==> config.mk <==
export PLATFORM = sky130hd
export DESIGN_NAME = traffic_phase_sched
export DESIGN_NICKNAME = d
export VERILOG_FILES = /design/src/rtl/traffic_pkg.sv /design/src/rtl/phase_timer.sv /design/src/rtl/traffic_phase_sched.sv
export SDC_FILE = /design/constraint.sdc
export NUM_CORES = 1
export LEC_CHECK = 0
export CAP_MARGIN = 25
export CORE_MARGIN = 8
export CORE_UTILIZATION = 49
export CTS_BUF_LIST = sky130_fd_sc_hd__clkbuf_16
export CTS_CLUSTER_SIZE = 12
export DETAILED_ROUTE_END_ITERATION = 8
export PLACE_DENSITY = 0.79
export SYNTH_ARGS = -nofsm -noshare
export SYNTH_HDL_FRONTEND = slang
export SYNTH_SLANG_ARGS = --single-unit
export TNS_END_PERCENT = 100
==> constraint.sdc <==
create_clock -name clk -period 2.1 [get_ports clk]
set_input_delay 0.42 -clock clk [delete_from_list [all_inputs] [get_ports clk]]
set_output_delay 0.42 -clock clk [all_outputs]
set_load 0.02 [all_outputs]
==> src/rtl/traffic_pkg.sv <==
// Shared types and constants for the two-approach intersection phase scheduler.
package traffic_pkg;

  localparam int LIGHT_W = 2;

  localparam logic APP0 = 1'b0;
  localparam logic APP1 = 1'b1;

  typedef enum logic [1:0] {
    ST_GREEN  = 2'd0,
    ST_YELLOW = 2'd1,
    ST_CLEAR  = 2'd2,
    ST_WALK   = 2'd3
  } phase_t;

  function automatic int max_of(input int a, input int b);
    return (a > b) ? a : b;
  endfunction

endpackage

==> src/rtl/phase_timer.sv <==
// Phase timer: up-counter with synchronous clear, optional saturation and terminal compare.
// Latency: count updates one edge after clr/advance; at_term is combinational on count.
// Backpressure: none, free-running once out of reset.
module phase_timer #(
  parameter int W = 5
) (
  input  logic         clk,
  input  logic         reset,
  input  logic         clr,
  input  logic         sat_en,
  input  logic [W-1:0] sat_val,
  input  logic [W-1:0] term_val,
  output logic [W-1:0] count,
  output logic         at_term
);

  always_ff @(posedge clk or negedge reset) begin
    if (!reset) begin
      count <= '0;
    end else if (clr) begin
      count <= '0;
    end else if (!(sat_en && (count == sat_val))) begin
      count <= count + W'(1);
    end
  end

  assign at_term = (count == term_val);

endmodule

==> src/rtl/traffic_phase_sched.sv <==
// Demand-driven phase scheduler: green/yellow/all-red/walk sequencing for two approaches.
// Latency: phase decisions take effect on the edge where the condition holds; outputs are Moore.
// Backpressure: none; car_req is level-sampled, ped_req is latched until walk is served.
module traffic_phase_sched
  import traffic_pkg::*;
#(
  parameter int MIN_GREEN = 4,
  parameter int MAX_GREEN = 12,
  parameter int YELLOW    = 2,
  parameter int ALL_RED   = 1,
  parameter int WALK      = 6
) (
  input  logic               clk,
  input  logic               reset,
  input  logic [LIGHT_W-1:0] car_req,
  input  logic               ped_req,
  output logic [LIGHT_W-1:0] red_light,
  output logic [LIGHT_W-1:0] yellow_light,
  output logic [LIGHT_W-1:0] green_light,
  output logic               walk
);

  localparam int MAXP = max_of(max_of(max_of(MIN_GREEN, MAX_GREEN), max_of(YELLOW, ALL_RED)), WALK);
  localparam int TW   = $clog2(MAXP) + 1;

  localparam logic [TW-1:0] T_MING = TW'(MIN_GREEN - 1);
  localparam logic [TW-1:0] T_MAXG = TW'(MAX_GREEN - 1);
  localparam logic [TW-1:0] T_YEL  = TW'(YELLOW - 1);
  localparam logic [TW-1:0] T_AR   = TW'(ALL_RED - 1);
  localparam logic [TW-1:0] T_WALK = TW'(WALK - 1);

  phase_t          state_q, state_d;
  logic            owner_q, owner_d;
  logic            ped_pend_q;
  logic [TW-1:0]   timer;
  logic [TW-1:0]   term_val;
  logic            at_term;
  logic            timer_clr;
  logic            compete;
  logic            enter_walk;

  phase_timer #(.W(TW)) u_timer (
    .clk      (clk),
    .reset    (reset),
    .clr      (timer_clr),
    .sat_en   (state_q == ST_GREEN),
    .sat_val  (T_MAXG),
    .term_val (term_val),
    .count    (timer),
    .at_term  (at_term)
  );

  assign compete = car_req[~owner_q] | ped_pend_q;

  // Green ends on gap-out (own approach idle) or max-out, only once contested.
  always_comb begin
    state_d  = state_q;
    owner_d  = owner_q;
    term_val = T_MAXG;
    case (state_q)
      ST_GREEN: begin
        term_val = T_MAXG;
        if ((timer >= T_MING) && compete && (!car_req[owner_q] || at_term))
          state_d = ST_YELLOW;
      end
      ST_YELLOW: begin
        term_val = T_YEL;
        if (at_term)
          state_d = ST_CLEAR;
      end
      ST_CLEAR: begin
        term_val = T_AR;
        if (at_term) begin
          if (ped_pend_q) begin
            state_d = ST_WALK;
          end else begin
            state_d = ST_GREEN;
            owner_d = ~owner_q;
          end
        end
      end
      ST_WALK: begin
        term_val = T_WALK;
        if (at_term) begin
          state_d = ST_GREEN;
          owner_d = car_req[~owner_q] ? ~owner_q : owner_q;
        end
      end
      default: begin
        state_d = ST_GREEN;
      end
    endcase
  end

  assign timer_clr  = (state_d != state_q);
  assign enter_walk = (state_d == ST_WALK) && (state_q != ST_WALK);

  always_ff @(posedge clk or negedge reset) begin
    if (!reset) begin
      state_q    <= ST_GREEN;
      owner_q    <= APP0;
      ped_pend_q <= 1'b0;
    end else begin
      state_q <= state_d;
      owner_q <= owner_d;
      // Entry into walk wins over a same-cycle press, absorbing it.
      if (enter_walk)
        ped_pend_q <= 1'b0;
      else if (ped_req && (state_q != ST_WALK))
        ped_pend_q <= 1'b1;
    end
  end

  always_comb begin
    red_light    = '1;
    yellow_light = '0;
    green_light  = '0;
    walk         = 1'b0;
    case (state_q)
      ST_GREEN: begin
        green_light[owner_q] = 1'b1;
        red_light[owner_q]   = 1'b0;
      end
      ST_YELLOW: begin
        yellow_light[owner_q] = 1'b1;
        red_light[owner_q]    = 1'b0;
      end
      ST_WALK: begin
        walk = 1'b1;
      end
      default: begin
        walk = 1'b0;
      end
    endcase
  end

endmodule

==> impl.org, run 1 <==
** Yosys
- Each instance of the synthesized netlist takes up on average 9.09 um^2.
- When the netlist entered floorplanning its net count stood at 77.
- Register bit total from synthesis :: 9
- For this run, the number of Yosys warnings is 0.
- Post-synthesis instance area :: 646 um^2
- Counting every instance in the synthesized netlist gives 71.
- In this run, distinct cell masters in the synthesized netlist total 33.
- Sequential fraction of the synthesis area :: 34.9%

** Routing
- Number of design-rule violations left by the first detailed-router iteration :: 20
- Dividing the detail-routed via count by the number of cells gives 5.75.
- In the final routed layout, each cell accounts on average for about 16 um.
- First-pass detailed-route iteration total :: 4
- In this run the remaining antenna-violating nets after routing total 0.
- The final route contains a little under 600 vias.
- For this run, design rule violations remaining after detail routing come to 0.
- Summed over all layers, the routed wires come to 1.61 mm.

** GRT
- Final global-route overflow total :: 0
- Global Route Usage Sum :: 13.0%
- Initial antenna violation count :: 0
- The via count of the first global-routing pass came to about 550.
- Maximum number of pins on one net before global-route repair :: 10
- First-pass GRT wire length :: 2.68 mm

** Floorplanning
- Die Span Y :: 52.3 um
- The floorplan step defined a die boundary enclosing approximately 2700 um^2.
- The region available for standard cell placement spans ~1300 um^2.
- For this configuration, the core starts out at a cell density of 50.9%.
- In this run the horizontal extent of the chip is 52.3 um.
- In this run the count of I/O pins placed on the die edge is 12.
- The floorplan has 13 rows.

** Clock tree
- Number of buffers inserted during clock tree synthesis :: 3
- The tree is rooted in a sky130_fd_sc_hd__clkbuf_16.
- TritonCTS Sinks :: 9
- CTS tree :: yes
- After clock tree synthesis, the clock-pin slew on the worst setup and hold paths is ~0.04 ns.
- CTS H-Tree Depth :: 1
- Clock Tree Buf Depth :: 2
- Later-pin clock latency in the skew report :: about 0.23 ns
- Cts hold-fix bufs :: 0

** Timing
- Unrepaired setup endpoints after global routing :: no
- Relative slew slack :: about 69%
- Actual slew at the worst max-slew pin :: about 0.46 ns
- In the post-route analysis, the smallest setup slack over all paths is 0.124 ns.
- Hold Fails Final Rpt :: 0
- Post-layout min period :: 1.98 ns
- Setup total negative slack :: 0 ns
- The clock arrives with 0.000878 ns of skew.
- The worst path uses approximately 94% of the clock period.
- The final max-slew violation count came to 0.
- Setup violations remaining at the end of the flow were counted as 0.
- Max Fclk :: 506 MHz

** Power
- Of the total power, the share spent switching nets is about 45%.
- Total Power Consumption :: 0.00164 W
- Sequential Power Share :: 24.7%
- The analysis attributes to cell leakage a power of 0.363 nW.
- Switching power total :: about 0.00074 W
- The share of total power dissipated in combinational logic is 55.0%.
- In this run, the clock network consumes just over 20% of the power.
- Internal power comes to 0.000897 W.
- IR analysis of the VDD net gives a maximum drop of 1.00 mV.
- Total power density per cell area :: 1950 nW/um^2

** Place
- Pre-CTS setup slack :: 0.151 ns
- In this run the tool buffered the top-level ports with 11 buffer cells.
- Routability-driven placement finished with a final weighted congestion of roughly 0.86.
- Detailed placement finished with a half-perimeter wire length of roughly 1.2 mm.

** Worst setup path
- Data on the critical path is required at its endpoint by 1.68 ns.
- The worst setup path is launched from a flip-flop.
- Category of the most critical setup path :: flip-flop to output pin
- Kind of capture point of the worst setup path :: output pin
- In this run the worst path has a maximum fanout of 7.
- Arrival time at the worst endpoint :: 1.56 ns

** Final layout
- Most frequent cells in the layout :: 12 x sky130_fd_sc_hd__nor2_1, 9 x sky130_fd_sc_hd__clkdlybuf4s50_1, 9 x sky130_fd_sc_hd__dfrtp_1, 6 x sky130_fd_sc_hd__nand2_1, 5 x sky130_fd_sc_hd__nor3_1
- Sequential cell area :: 225 um^2
- In the final layout, the share of cells above drive strength 1 is 17.4%.
- For this run, the share of the core covered by cells in the final layout is 66.5%.
- Most common library cell in the layout ignoring fill and taps :: sky130_fd_sc_hd__nor2_1
- Antenna Cells :: 0
- Number of inserted filler cells in the final layout :: 107
- Area growth syn-to-layout :: 30.6%
- Summing all multi-input logic gate instances after layout gives 387 um^2.
- For this run, the post-layout net count is 93.

** Run status
- The flow ran to the end, and the final reports show no timing, DRC or antenna violations.

** Worst hold path
- Worst hold-check path type :: input pin to asynchronous set/reset pin

** Job
- Max-cap violations in this run came to 0.
## area by class of cell
class | instances | share of cell area [%]
clock inverters | 1 | 0.445
repair buffers | 13 | 14.5
multi-input cells | 57 | 45.8
well taps | 15 | 2.23
inverters | 3 | 1.34
flip-flops and latches | 9 | 26.7
clock buffers | 3 | 8.90
## final timing paths
path                                         from                            to  slack [ns]  cells past startpoint
max                          state_q[0]$_DFF_PN0_               yellow_light[1]        0.12                      3
min                                         reset           owner_q$_DFFE_PN0P_        0.49                      1
max reg2reg                  state_q[0]$_DFF_PN0_  u_timer.count[2]$_DFFE_PN0P_        0.27                      6
min reg2reg                ped_pend_q$_DFFE_PN0P_        ped_pend_q$_DFFE_PN0P_        0.54                      1
max in group asynchronous                   reset  u_timer.count[3]$_DFFE_PN0P_        1.32                      1
min in group clk           ped_pend_q$_DFFE_PN0P_        ped_pend_q$_DFFE_PN0P_        0.54                      1
## per-stage QoR
stage | instance area (um^2) | cells | hold WS, ns
floorplan | 646 | 71 | 0.124
global placement | 767 | 97 | 0.528
detailed placement | 767 | 97 | 0.540
CTS | 843 | 101 | 0.506
global route | 843 | 101 | 0.544
finish | 843 | 101 | 0.490
## cell usage after synthesis, drive strengths merged
library cell / n / area [um^2]
a2111oi: 1 / 27.5
nor3: 5 / 25.0
and2: 1 / 7.51
o21a: 1 / 7.51
dfrtp: 9 / 225
nand3: 2 / 10.0
and2b: 1 / 8.76
mux2i: 1 / 10.0
a221oi: 1 / 26.3
a31oi: 2 / 12.5
o31ai: 1 / 7.51
nor2b: 1 / 6.26
ha: 1 / 12.5
buf: 2 / 22.5
o21ai: 1 / 5.00
xor2: 4 / 35.0
nand4: 1 / 6.26
nand2b: 2 / 12.5
a21oi: 4 / 23.8
or2: 1 / 6.26
mux2: 1 / 11.3
a21boi: 1 / 7.51
o22ai: 1 / 6.26
o41ai: 1 / 8.76
nor2: 12 / 45.0
nand2: 7 / 28.8
o21bai: 1 / 7.51
nor4: 1 / 12.5
xnor2: 1 / 8.76
inv: 3 / 11.3
## metal layers
layer	routed length, um	GRT usage, %	vias up
li1	-	-	280
met1	646	13.6	274
met2	803	23.5	23
met3	137	4.83	4
met4	25	3.88	0
met5	0	0	-
## power by group through the flow
| stage | registers [W] | logic (W) | clock network [W] |
|---|---|---|---|
| 2_1_floorplan | 0.000367 | 0.000717 | 0 |
| 3_3_place_gp | 0.000396 | 0.000882 | 0 |
| 3_5_place_dp | 0.000398 | 0.000909 | 0 |
| 4_1_cts | 0.000400 | 0.000903 | 0.000334 |
| 5_1_grt | 0.000421 | 0.000988 | 0.000342 |
| 6_report | 0.000406 | 0.000903 | 0.000332 |
## kinds of logic after synthesis
group           after synthesis  share of synthesized area (%)
buf+inv                       5                           5.23
xor+xnor                      5                           6.78
simple gates                 34                           26.2
compound gates               15                           21.7
fa+ha+maj                     1                           1.94
mux                           2                           3.29
flops                         9                           34.9
## critical path: stages, from the launching register on
cell                              delay [ns]
sky130_fd_sc_hd__dfrtp_1                0.46
sky130_fd_sc_hd__inv_1                  0.14
sky130_fd_sc_hd__nor2_1                 0.11
sky130_fd_sc_hd__clkdlybuf4s50_1        0.61
## sequential cells by signal (all words and copies together), names as in the netlist
signal	cells
owner_q	1
ped_pend_q	1
u_timer.count	5
state_q	2
## repair_timing
item                                    in CTS  in global routing
setup buffers                                0                  0
gates resized for setup                      2                  0
endpoints found under the setup margin       2                  0
No activity file was read; power rests on OpenSTA's default activity.
==> run 2, diff against run 1 <==
CTS_BUF_LIST = default   (was sky130_fd_sc_hd__clkbuf_16)
==> impl.org, run 2 (same netlist as run 1, synthesis figures left out) <==
** Run status
- Outcome :: complete, no violations

** Timing
- The final critical path takes up 95.2% of the cycle.
- The hold violation total from the final report was 0.
- Post-route worst hold slack :: 0.456 ns
- Max-slew violation count :: 0
- Relative slew slack :: 70.2%
- Unrepaired setup endpoints after global routing :: no
- Final setup violating endpoints :: 0
- The smallest clock period supported by the final layout is computed as 2.00 ns.
- Actual slew at the worst max-slew pin :: 0.447 ns
- Based on the critical path, the design can be clocked at up to 500 MHz.
- Setup total negative slack :: 0 ns
- The clock arrives with 0.00350 ns of skew.

** Clock tree
- Buffers inserted to repair hold after CTS numbered 0.
- CTS built an H-tree with a depth of 1.
- Clock tree synthesis inserted a total of 3 buffers.
- The clock passes through at most 2 buffers.
- CTS-repair resized insts :: 2
- Number of setup buffers added after CTS :: 0
- Later-pin clock latency in the skew report :: ~0.26 ns
- TritonCTS Sinks :: 9
- Root Buffer :: sky130_fd_sc_hd__clkbuf_4
- Clk slew on worst S/H paths :: about 0.06 ns
- CTS tree :: yes

** Job
- Count of maximum capacitance violations :: 0

** GRT
- The via count of the first global-routing pass is 567.
- Entering global routing, the biggest net connects 10 pins.
- The first global-routing pass estimated 2.67 mm of wire.
- After global routing the overflow that remains totals 0.
- Global Route Usage Sum :: 12.8%
- The initial antenna violation count is 0.

** Worst setup path
- Crit start category :: flip-flop
- The kind of cell with the highest combined delay along the critical path is buffers and inverters.
- Number of buffers and inverters on the critical path :: 1
- Category of the most critical setup path :: flip-flop to output pin
- For this run, the slowest stage of the critical path takes between 0.5 and 0.6 ns.
- Data arrives at the worst endpoint at 1.58 ns.
- Counting cells, the worst reg-to-reg path comes to 6.
- Slowest library cell on the worst path :: sky130_fd_sc_hd__clkdlybuf4s50_1
- The signal on the critical path passes through or2_2, clkdlybuf4s50_1.
- Data required time of the worst path :: roughly 1.7 ns
- Of all nets on the critical path, the largest fanout is 5.
- WP depth :: 2
- Kind of capture point of the worst setup path :: output pin

** Floorplanning
- The core region is 1270 um^2.
- Chip width :: around 52 um
- Die Span Y :: 52.3 um
- Row count :: 13
- Pin placement for this block handled 12 I/O pins.
- Total die area :: between 2000 and 3000 um^2
- Starting density of the core :: 50.9%

** Place
- GP Congestion :: 0.861
- Buffers placed on the I/O ports in this run total 11.
- Instance count after placement with tap cells included :: 97
- Half-perimeter wire length after placement :: around 1.2 mm

** Routing
- WL final :: 1.54 mm
- DRC Markers :: 0
- Number of design-rule violations left by the first detailed-router iteration :: 10
- The detail route stage leaves a number of antenna-violating nets equal to 0.
- The routed layout has 583 vias.
- In the routed layout, each cell is associated on average with a via count of approximately 5.8.
- First-pass detailed-route iteration total :: 4
- Dividing the detail-routed wire length by the instance count gives about 15 um.

** Final layout
- The layout has around 120 filler cells.
- In the layout the commonest cells are 12 x sky130_fd_sc_hd__nor2_1, 9 x sky130_fd_sc_hd__clkdlybuf4s50_1, 9 x sky130_fd_sc_hd__dfrtp_1, 6 x sky130_fd_sc_hd__nand2_1, 5 x sky130_fd_sc_hd__nor3_1.
- Area growth syn-to-layout :: 22.5%
- Counting flops per register, the top entry is u_timer.count.
- Excluding fillers, the count of instances in the completed layout stands at 101.
- 0 antenna diodes ended up in the layout.
- After the last flow step, the layout net total stands at 93.
- Final standard cell utilization of the core :: 62.3%
- The register with the most flip-flops in the layout has 5 of them.
- Leaving out fill and tap cells, the most frequent cell in the layout is sky130_fd_sc_hd__nor2_1.
- Top Registers :: u_timer.count: 5 flops, state_q: 2 flops
- Layout cells sized above 1 :: 17.4%

** Power
- Worst IR Drop VDD :: 0.942 mV
- Total power density per cell area :: 1810 nW/um^2
- Total Power Consumption :: ~0.0014 W
- Static Leak :: 0.336 nW

** Worst hold path
- The min-delay analysis places its worst path in the category input pin to asynchronous set/reset pin.
## run 2: power by group
| part | internal [W] | switching, W |
|---|---|---|
| Clock | 0.0000732 | 0.0000600 |
| Sequential | 0.000257 | 0.000146 |
| Combinational | 0.000390 | 0.000507 |
| Total | 0.000720 | 0.000712 |
## run 2: stage by stage
stage | area (um^2) | setup WS [ns]
floorplan | 646 | 0.517
global placement | 767 | 0.204
detailed placement | 767 | 0.151
CTS | 791 | 0.0928
global route | 791 | 0.0148
finish | 791 | 0.101
## run 2: path summary, 6_finish.rpt
path	startpoint	to	slack (ns)
setup / recovery	owner_q$_DFFE_PN0P_	red_light[0]	0.10
hold / removal	reset	owner_q$_DFFE_PN0P_	0.46
setup reg to reg	state_q[1]$_DFF_PN0_	u_timer.count[0]$_DFFE_PN0P_	0.31
hold reg to reg	ped_pend_q$_DFFE_PN0P_	ped_pend_q$_DFFE_PN0P_	0.55
max in group asynchronous	reset	u_timer.count[3]$_DFFE_PN0P_	1.36
min in group clk	ped_pend_q$_DFFE_PN0P_	ped_pend_q$_DFFE_PN0P_	0.55
## run 2: area by class of cell
class | instances | area (um^2) | share of cell area [%]
sequential | 9 | 225 | 28.5
timing repair buffer | 13 | 123 | 15.5
clock buffer | 4 | 26.3 | 3.32
tap | 15 | 18.8 | 2.37
inverter | 3 | 11.3 | 1.42
multi-input combinational | 57 | 387 | 48.9
## run 2: per-layer routing
layer  GRT usage, %  vias up  part of all wire (%)
met4           4.74        0                   1.4
met5              0        -                     0
met3           4.26        4                   7.1
li1               -      282                     -
met1           13.1      277                    41
met2           23.3       20                    50
